$ cat src/rtl/operation_s_iter.sv
// operation_s_iter: iterated successor S^k(x), one step per clock under a start/ready handshake,
// with wrap or saturate overflow mode and a sticky overflow flag.
module operation_s_iter #(
    parameter int WIDTH    = 16,
    parameter int CWIDTH   = 8,
    parameter bit SATURATE = 1'b0
) (
    input  logic              CLK,
    input  logic              RST,
    input  logic              ST,
    input  logic [WIDTH-1:0]  IN,
    input  logic [CWIDTH-1:0] CNT,
    output logic              RD,
    output logic              BUSY,
    output logic [WIDTH-1:0]  RES,
    output logic              OVF
);
    localparam logic [1:0] IDLE = 2'd0;
    localparam logic [1:0] RUN  = 2'd1;
    localparam logic [1:0] DONE = 2'd2;

    logic [1:0]        state_q, state_d;
    logic [WIDTH-1:0]  acc_q, acc_d, res_q, res_d, acc_nx;
    logic [CWIDTH-1:0] rem_q, rem_d;
    logic              ovf_q, ovf_d, res_ovf_q, res_ovf_d, at_max;

    assign at_max = acc_q == {WIDTH{1'b1}};
    assign acc_nx = at_max ? (SATURATE ? acc_q : '0) : acc_q + 1'b1;

    always_comb begin
        state_d   = state_q;
        acc_d     = acc_q;
        rem_d     = rem_q;
        ovf_d     = ovf_q;
        res_d     = res_q;
        res_ovf_d = res_ovf_q;
        if (state_q == IDLE && ST) begin
            acc_d   = IN;
            rem_d   = CNT;
            ovf_d   = 1'b0;
            state_d = CNT == '0 ? DONE : RUN;
            if (CNT == '0) begin
                res_d     = IN;
                res_ovf_d = 1'b0;
            end
        end else if (state_q == RUN) begin
            acc_d = acc_nx;
            rem_d = rem_q - 1'b1;
            ovf_d = ovf_q | at_max;
            if (rem_q == CWIDTH'(1)) begin
                state_d   = DONE;
                res_d     = acc_nx;
                res_ovf_d = ovf_q | at_max;
            end
        end else if (state_q == DONE && !ST) begin
            state_d = IDLE;
        end
    end

    always_ff @(posedge CLK or negedge RST) begin
        if (!RST) begin
            state_q   <= IDLE;
            acc_q     <= '0;
            rem_q     <= '0;
            ovf_q     <= 1'b0;
            res_q     <= '0;
            res_ovf_q <= 1'b0;
        end else begin
            state_q   <= state_d;
            acc_q     <= acc_d;
            rem_q     <= rem_d;
            ovf_q     <= ovf_d;
            res_q     <= res_d;
            res_ovf_q <= res_ovf_d;
        end
    end

    assign RD   = state_q == DONE;
    assign BUSY = state_q == RUN;
    assign RES  = res_q;
    assign OVF  = res_ovf_q;
endmodule
$ cat config.mk
export PLATFORM = sky130hd
export DESIGN_NAME = operation_s_iter
export DESIGN_NICKNAME = d
export VERILOG_FILES = /design/src/rtl/operation_s_iter.sv
export SDC_FILE = /design/constraint.sdc
export NUM_CORES = 1
export LEC_CHECK = 0
export ABC_AREA = 0
export BUFFER_PORTS_ARGS = -buffer_cell sky130_fd_sc_hd__buf_2
export CAP_MARGIN = 20
export CORE_ASPECT_RATIO = 0.9
export CORE_MARGIN = 8
export CORE_UTILIZATION = 53
export CTS_CLUSTER_DIAMETER = 60
export DETAILED_ROUTE_END_ITERATION = 12
export GPL_ROUTABILITY_DRIVEN = 0
export PLACE_DENSITY = 0.88
export SYNTH_ARGS = -nofsm -noshare
export SYNTH_HDL_FRONTEND = slang
export SYNTH_SLANG_ARGS = --single-unit
$ cat constraint.sdc
create_clock -name CLK -period 6.25 [get_ports CLK]
set_input_delay 0.625 -clock CLK [delete_from_list [all_inputs] [get_ports CLK]]
set_output_delay 0.625 -clock CLK [all_outputs]
set_load 0.005 [all_outputs]
==> results of run 1 <==
## through the flow
| step | instances | utilization (%) | cell area, sq um | hold slack, ns | power [mW] |
|---|---|---|---|---|---|
| 2_1_floorplan | 277 | - | 2470 | 0.329 | 0.911 |
| 3_3_place_gp | 370 | 60.9 | 2720 | 0.476 | 1.05 |
| 3_5_place_dp | 370 | 60.9 | 2720 | 0.481 | 1.08 |
| 4_1_cts | 377 | 62.7 | 2800 | 0.502 | 1.25 |
| 5_1_grt | 377 | 62.7 | 2800 | 0.539 | 1.35 |
| 6_report | 377 | 62.7 | 2800 | 0.480 | 1.24 |
## path summary, 6_finish.rpt
path                                  from    endpoint  depth (start not counted)
min in group CLK                    RES[5]      RES[5]                          1
worst max register to register  state_q[0]      RES[4]                          5
max in group asynchronous              RST    acc_q[2]                          1
worst min-delay path                   RST  state_q[0]                          1
worst max-delay path            state_q[0]      RES[4]                          5
worst min register to register      RES[5]      RES[5]                          1
## cells by family (layout without fill, tap and decap cells)
group                    after synthesis  in the layout  share of synthesized area (%)
buffers and inverters                 28             66                           4.81
adder cells (fa/ha/maj)                3              3                           1.52
AND/OR/NAND/NOR                       99             99                           19.7
XOR/XNOR                              13             13                           4.61
multiplexers                           6              6                           2.58
flip-flops                            44             44                           44.6
AO/OA/AOI/OAI                         84             84                           22.2
## report_power, final
part | switching (mW) | leakage (nW) | internal (mW)
sequential | 0.136 | 0.529 | 0.408
clock | 0.0928 | 0.0400 | 0.0756
combinational | 0.282 | 0.691 | 0.249
total | 0.510 | 1.26 | 0.733
## cells in the final DEF (no fill, tap or decap), types with 2 or more instances in the layout
| cell type | instances |
|---|---|
| sky130_fd_sc_hd__xnor2_1 | 7 |
| sky130_fd_sc_hd__a31o_2 | 2 |
| sky130_fd_sc_hd__o22a_1 | 3 |
| sky130_fd_sc_hd__mux2_2 | 3 |
| sky130_fd_sc_hd__or3_1 | 2 |
| sky130_fd_sc_hd__nand4_1 | 4 |
| sky130_fd_sc_hd__nand2b_1 | 2 |
| sky130_fd_sc_hd__a2bb2oi_1 | 2 |
| sky130_fd_sc_hd__dfrtp_1 | 44 |
| sky130_fd_sc_hd__mux2i_1 | 3 |
| sky130_fd_sc_hd__o21a_1 | 3 |
| sky130_fd_sc_hd__buf_2 | 45 |
| sky130_fd_sc_hd__nor4_1 | 6 |
| sky130_fd_sc_hd__o211ai_1 | 5 |
| sky130_fd_sc_hd__a221oi_1 | 3 |
| sky130_fd_sc_hd__nand3_1 | 10 |
| sky130_fd_sc_hd__a21oi_1 | 22 |
| sky130_fd_sc_hd__nor2_1 | 33 |
| sky130_fd_sc_hd__o22ai_1 | 5 |
| sky130_fd_sc_hd__o21ai_0 | 15 |
| sky130_fd_sc_hd__a31oi_1 | 6 |
| sky130_fd_sc_hd__inv_1 | 11 |
| sky130_fd_sc_hd__nand2_1 | 29 |
| sky130_fd_sc_hd__clkbuf_8 | 5 |
| sky130_fd_sc_hd__a22oi_1 | 7 |
| sky130_fd_sc_hd__nor3_1 | 4 |
| sky130_fd_sc_hd__ha_1 | 3 |
| sky130_fd_sc_hd__buf_4 | 3 |
| sky130_fd_sc_hd__xor2_1 | 6 |
## cell type report
cell class	count	area (sq um)
clock inverters	2	12.5
clock buffers	5	68.8
flip-flops and latches	44	1100
inverters	11	41.3
repair buffers	48	248
well taps	62	77.6
fillers	381	1660
multi-input cells	205	1250
## routing by layer
layer / global-route usage (%) / vias to the layer above / part of all wire (%)
met5: 0 / - / 0
met4: 7.55 / 0 / 2.2
met3: 4.03 / 13 / 6.3
met2: 28.9 / 69 / 46
met1: 22.2 / 1034 / 45
li1: - / 1078 / -
## flip-flops by register name (all words and copies together) (netlist names)
register / flops
RES: 16
OVF: 1
rem_q: 8
ovf_q: 1
state_q: 2
acc_q: 16
## critical path, cell delays in order (launching register included)
cell,delay [ns]
sky130_fd_sc_hd__dfrtp_1,0.60
sky130_fd_sc_hd__or4b_4,0.55
sky130_fd_sc_hd__nor4b_4,0.37
sky130_fd_sc_hd__o21bai_2,0.31
sky130_fd_sc_hd__buf_4,0.33
sky130_fd_sc_hd__mux2_2,0.36
==> results_dict.tcl, run 1 <==
set metrics [dict create \
    layout-area-overhead-vs-synth_pct 13.3 \
    synth.top_cells.by_count "sky130_fd_sc_hd__dfrtp_1, sky130_fd_sc_hd__nor2_1, sky130_fd_sc_hd__nand2_1" \
    fin_skew_ns 0.00523 \
    die_area_sq_um 7100 \
    timing.final.setup_violations 0 \
    io_count 46 \
    synth_area_leaders "sky130_fd_sc_hd__dfrtp_1, sky130_fd_sc_hd__nor2_1, sky130_fd_sc_hd__a21oi_1, sky130_fd_sc_hd__nand2_1, sky130_fd_sc_hd__o21ai_0" \
    die_w_um 88.0 \
    detail-route-antenna-nets 0 \
    syn_avg_cell_area_sq_um 8.92 \
    die_y_um 80.8 \
    dp_slack_ns 3.34 \
    cts_buffer_depth 2 \
    cts_tree "done" \
    grt_max_degree 45 \
    synthDominantAreaCellType "sky130_fd_sc_hd__dfrtp_1" \
    synth_warnings 0 \
    detailedRoute.firstPassIterationCount 4 \
    finalSetupTns_ns 0 \
    final.period_utilization_pct 42.1 \
    port_bufs 45 \
    clk_sink_count 44 \
    drive_gt1_share_pct 21.0 \
    first_global_vias 2166 \
    cts_resized 0 \
    std_cell_rows 23 \
    start_kind "register" \
    synth_async_sr_flop_share_pct 100 \
    worst_skew_pair.late_latency_ns 0.29 \
    crit_fanout 20 \
    hold_path.class "in -> async" \
    maxCapViolCount 0 \
    worst_voltage_drop_across_the_vdd_grid_v 0.000210 \
    crit_path_end_kind "register" \
    clock_tree.root_cell "sky130_fd_sc_hd__clkbuf_8" \
    synthesized_cell_area_sq_um 2470 \
    fin_nets 345 \
    cts_hold_buffers 0 \
    num_antenna_cells 0 \
    placeableCoreArea_sq_um 4460 \
    yosysUniqueCellTypes 50 \
    tritoncts.num_buffers 5 \
    hold_violations 0 \
    worst-endpoint-arrival_ns 2.82 \
    power_leakage_nw 1.26 \
    num_vias 2194 \
    yosysMostFrequentCell "sky130_fd_sc_hd__dfrtp_1" \
    powerDensity_nw_per_um2 444 \
    status "finished, final reports clean" \
    number_of_flops_mapped_to_enable_cells_by_yosys 0 \
    initial_core_util_pct 55.4 \
    gr-total-overflow 0 \
    antenna_found_initial 0 \
    cts_setup_buffers 0 \
    fin_crit_ns 2.63 \
    setup_slack_ns 3.62 \
    synth.ff_latch_count 44 \
    slew-limit-headroom_pct 33.7 \
    maxClockFrequency_mhz 380 \
    grt_pass1_wl_um 9950 \
    htreeDepth 2 \
    finalWirelength_um 5850 \
    grt_setup_unrepaired "no" \
    dp_wirelength_um 4210 \
    grtUsageTotal_pct 17.7 \
    route.detailed.wl_per_inst_um 15.5 \
    synth_fp_nets 307 \
    drv_slew 0 \
    vias_per_cell 5.82 \
    post_synth_inst_count 277 \
    worstMarginPinSlew_ns 0.992 \
    crit_required_ns 6.44 \
    setup.worst_path.class "reg -> reg" \
    clkTransAtPathRegs_ns 0.08 \
    drt_iter0_drc 220 \
    rrSetupSlack_ns 3.62 \
    synth_top_area_share_pct 44.6 \
    seq_total_area_yosys_pct 44.6 \
    detail_route.drc_violations 0 \
    primary_ff_master_synth "sky130_fd_sc_hd__dfrtp_1" \
]
Note: power is estimated with default switching activity, not from simulation.
==> run 2: changes to the inputs <==
==> constraint.sdc (replaced) <==
create_clock -name CLK -period 2.65 [get_ports CLK]
set_input_delay 0.265 -clock CLK [delete_from_list [all_inputs] [get_ports CLK]]
set_output_delay 0.265 -clock CLK [all_outputs]
set_load 0.005 [all_outputs]
==> run 2 against run 1 <==
Largest cell class unchanged. First-iteration DRC count grew 6.8%. Combinational power grew 140%. Critical path type unchanged. Highest routed layer unchanged. Largest power group is now combinational cells. Maximum frequency grew 12%. Sequential share of layout area shrank 1.1 points.
==> results_dict.tcl, run 2 (synthesized netlist as in run 1, its figures left out) <==
set metrics [dict create \
    grt_setup_unrepaired "no" \
    maxClockFrequency_mhz 426 \
    htreeDepth 2 \
    dp_wirelength_um 4480 \
    worstMarginPinSlew_ns 0.861 \
    gr-max-usage-layer "met2" \
    slowest_stage_cell_crit_path "sky130_fd_sc_hd__or4_1" \
    drive_gt1_share_pct 22.2 \
    intPower_mw 1.79 \
    met3_usage_pct 4.13 \
    crit_required_ns 2.83 \
    clockPowerShare_pct 14.5 \
    detail_route.drc_violations 0 \
    clock_tree.root_cell "sky130_fd_sc_hd__clkbuf_8" \
    num_vias 2280 \
    power.sequential.fraction_pct 42.3 \
    worst_voltage_drop_across_the_vdd_grid_v 0.000498 \
    hold_violations 0 \
    finalSetupTns_ns 0 \
    hold_path.class "in -> reg" \
    layout-area-overhead-vs-synth_pct 16.7 \
    detailedRoute.firstPassIterationCount 4 \
    start_kind "register" \
    worst-endpoint-arrival_ns 2.53 \
    launch_instance_of_the_worst_register_to_register_path "acc_q[0]" \
    cts_buffer_depth 2 \
    gr-usage-met2_pct 29.2 \
    io_count 46 \
    finalWirelength_um 6240 \
    slowest_delay_ns 0.68 \
    dp_slack_ns 0.353 \
    stdcell_area_sq_um 2880 \
    pwr-share-comb_pct 43.2 \
    status "finished, final reports clean" \
    regToRegEndpoint "acc_q[0]" \
    fin_skew_ns 0.00561 \
    placedCellCount 376 \
    fin_crit_ns 2.35 \
    clk_sink_count 44 \
    min-delay-start "IN[8]" \
    slew-limit-headroom_pct 42.2 \
    drt_iter0_drc 235 \
    whs_endpoint "acc_q[8]" \
    layout_commonest_cell "sky130_fd_sc_hd__buf_2" \
    power_leakage_nw 1.31 \
    crit_path_end_kind "register" \
    crit_fanout 5 \
    port_bufs 45 \
    final_cells 386 \
    postPlaceCellArea_sq_um 2760 \
    cts_setup_buffers 0 \
    worst_skew_pair.late_latency_ns 0.30 \
    clkTransAtPathRegs_ns 0.08 \
    setup_slack_ns 0.303 \
    die_area_sq_um 7100 \
    die_y_um 80.8 \
    tritoncts.num_buffers 5 \
    commonest_cells_after_routing_fill_and_taps_aside "sky130_fd_sc_hd__buf_2, sky130_fd_sc_hd__dfrtp_1, sky130_fd_sc_hd__nor2_1" \
    drv_slew 0 \
    powerDensity_nw_per_um2 1050 \
    die_w_um 88.0 \
    critical_path.cell_chain "ha_1 -> nand3_1 -> or4_1 -> o21ai_2 -> a2bb2oi_1 -> o21ai_0" \
    fin_nets 353 \
    cts_tree "done" \
    num_antenna_cells 0 \
    sw_frac_of_total_pct 40.8 \
    setup.worst_path.class "reg -> reg" \
    std_cell_rows 23 \
    rrSetupSlack_ns 0.30 \
    antenna_found_initial 0 \
    maxCapViolCount 0 \
    final.period_utilization_pct 88.6 \
    globalRouteMet1Util_pct 22.5 \
    cts_resized 0 \
    gr-total-overflow 0 \
    netSwitchingPower_mw 1.23 \
    detail-route-antenna-nets 0 \
    route.detailed.wl_per_inst_um 16.2 \
    placeableCoreArea_sq_um 4460 \
    vias_per_cell 5.91 \
    initial_core_util_pct 55.4 \
    grt_pass1_wl_um 10100 \
    timing.final.setup_violations 0 \
    grt_max_degree 45 \
    whs_path_depth 3 \
    grtUsageTotal_pct 18.1 \
    rr_worst_depth 6 \
    first_global_vias 2212 \
]
run 2: critical path: cells and delay by family, from the launching register on:
kind            cells  cell delay, ns
fa+ha+maj           1            0.28
flops               1            0.42
compound gates      3            0.64
simple gates        2            0.89
run 2: metal layers:
metal | vias up | wire length [um]
met2 | 85 | 2960
met4 | 0 | 150
met3 | 15 | 393
met1 | 1089 | 2730
li1 | 1091 | -
met5 | - | 0
run 2: power by group through the flow:
stage	Sequential [mW]	Combinational, mW	Clock [mW]
3_3_place_gp	1.26	1.25	0
3_5_place_dp	1.28	1.30	0
2_1_floorplan	1.19	0.960	0
4_1_cts	1.27	1.31	0.446
6_report	1.28	1.30	0.438
5_1_grt	1.32	1.46	0.472
run 2: stage by stage:
step / utilization (%) / power (mW) / hold slack, ns
CTS: 64.0 / 3.02 / 0.161
finish: 64.6 / 3.02 / 0.183
global route: 64.6 / 3.25 / 0.188
detailed placement: 61.9 / 2.58 / 0.481
global placement: 61.9 / 2.51 / 0.485
floorplan: - / 2.15 / -0.0306
run 2: worst max-delay path by stage:
stage	from	to	slack, ns	cells past startpoint
floorplan	state_q[1]	RES[10]	0.57	5
global placement	state_q[1]	RES[5]	0.46	6
detailed placement	acc_q[0]	acc_q[0]	0.35	6
CTS	acc_q[0]	acc_q[0]	0.32	6
global route	acc_q[0]	acc_q[0]	0.14	6
finish	acc_q[0]	acc_q[0]	0.30	6
run 2: area by class of cell:
class / count / area, sq um
Clock buffer: 8 / 90.1
Inverter: 11 / 41.3
Multi-Input combinational cell: 205 / 1250
Tap cell: 62 / 77.6
Fill cell: 374 / 1580
Sequential cell: 44 / 1100
Timing Repair Buffer: 56 / 323
run 2: timing repair:
action                                 4_1_cts  5_1_grt
setup endpoints to repair                    0        0
hold buffers                                 0        1
endpoints found under the hold margin        0       35
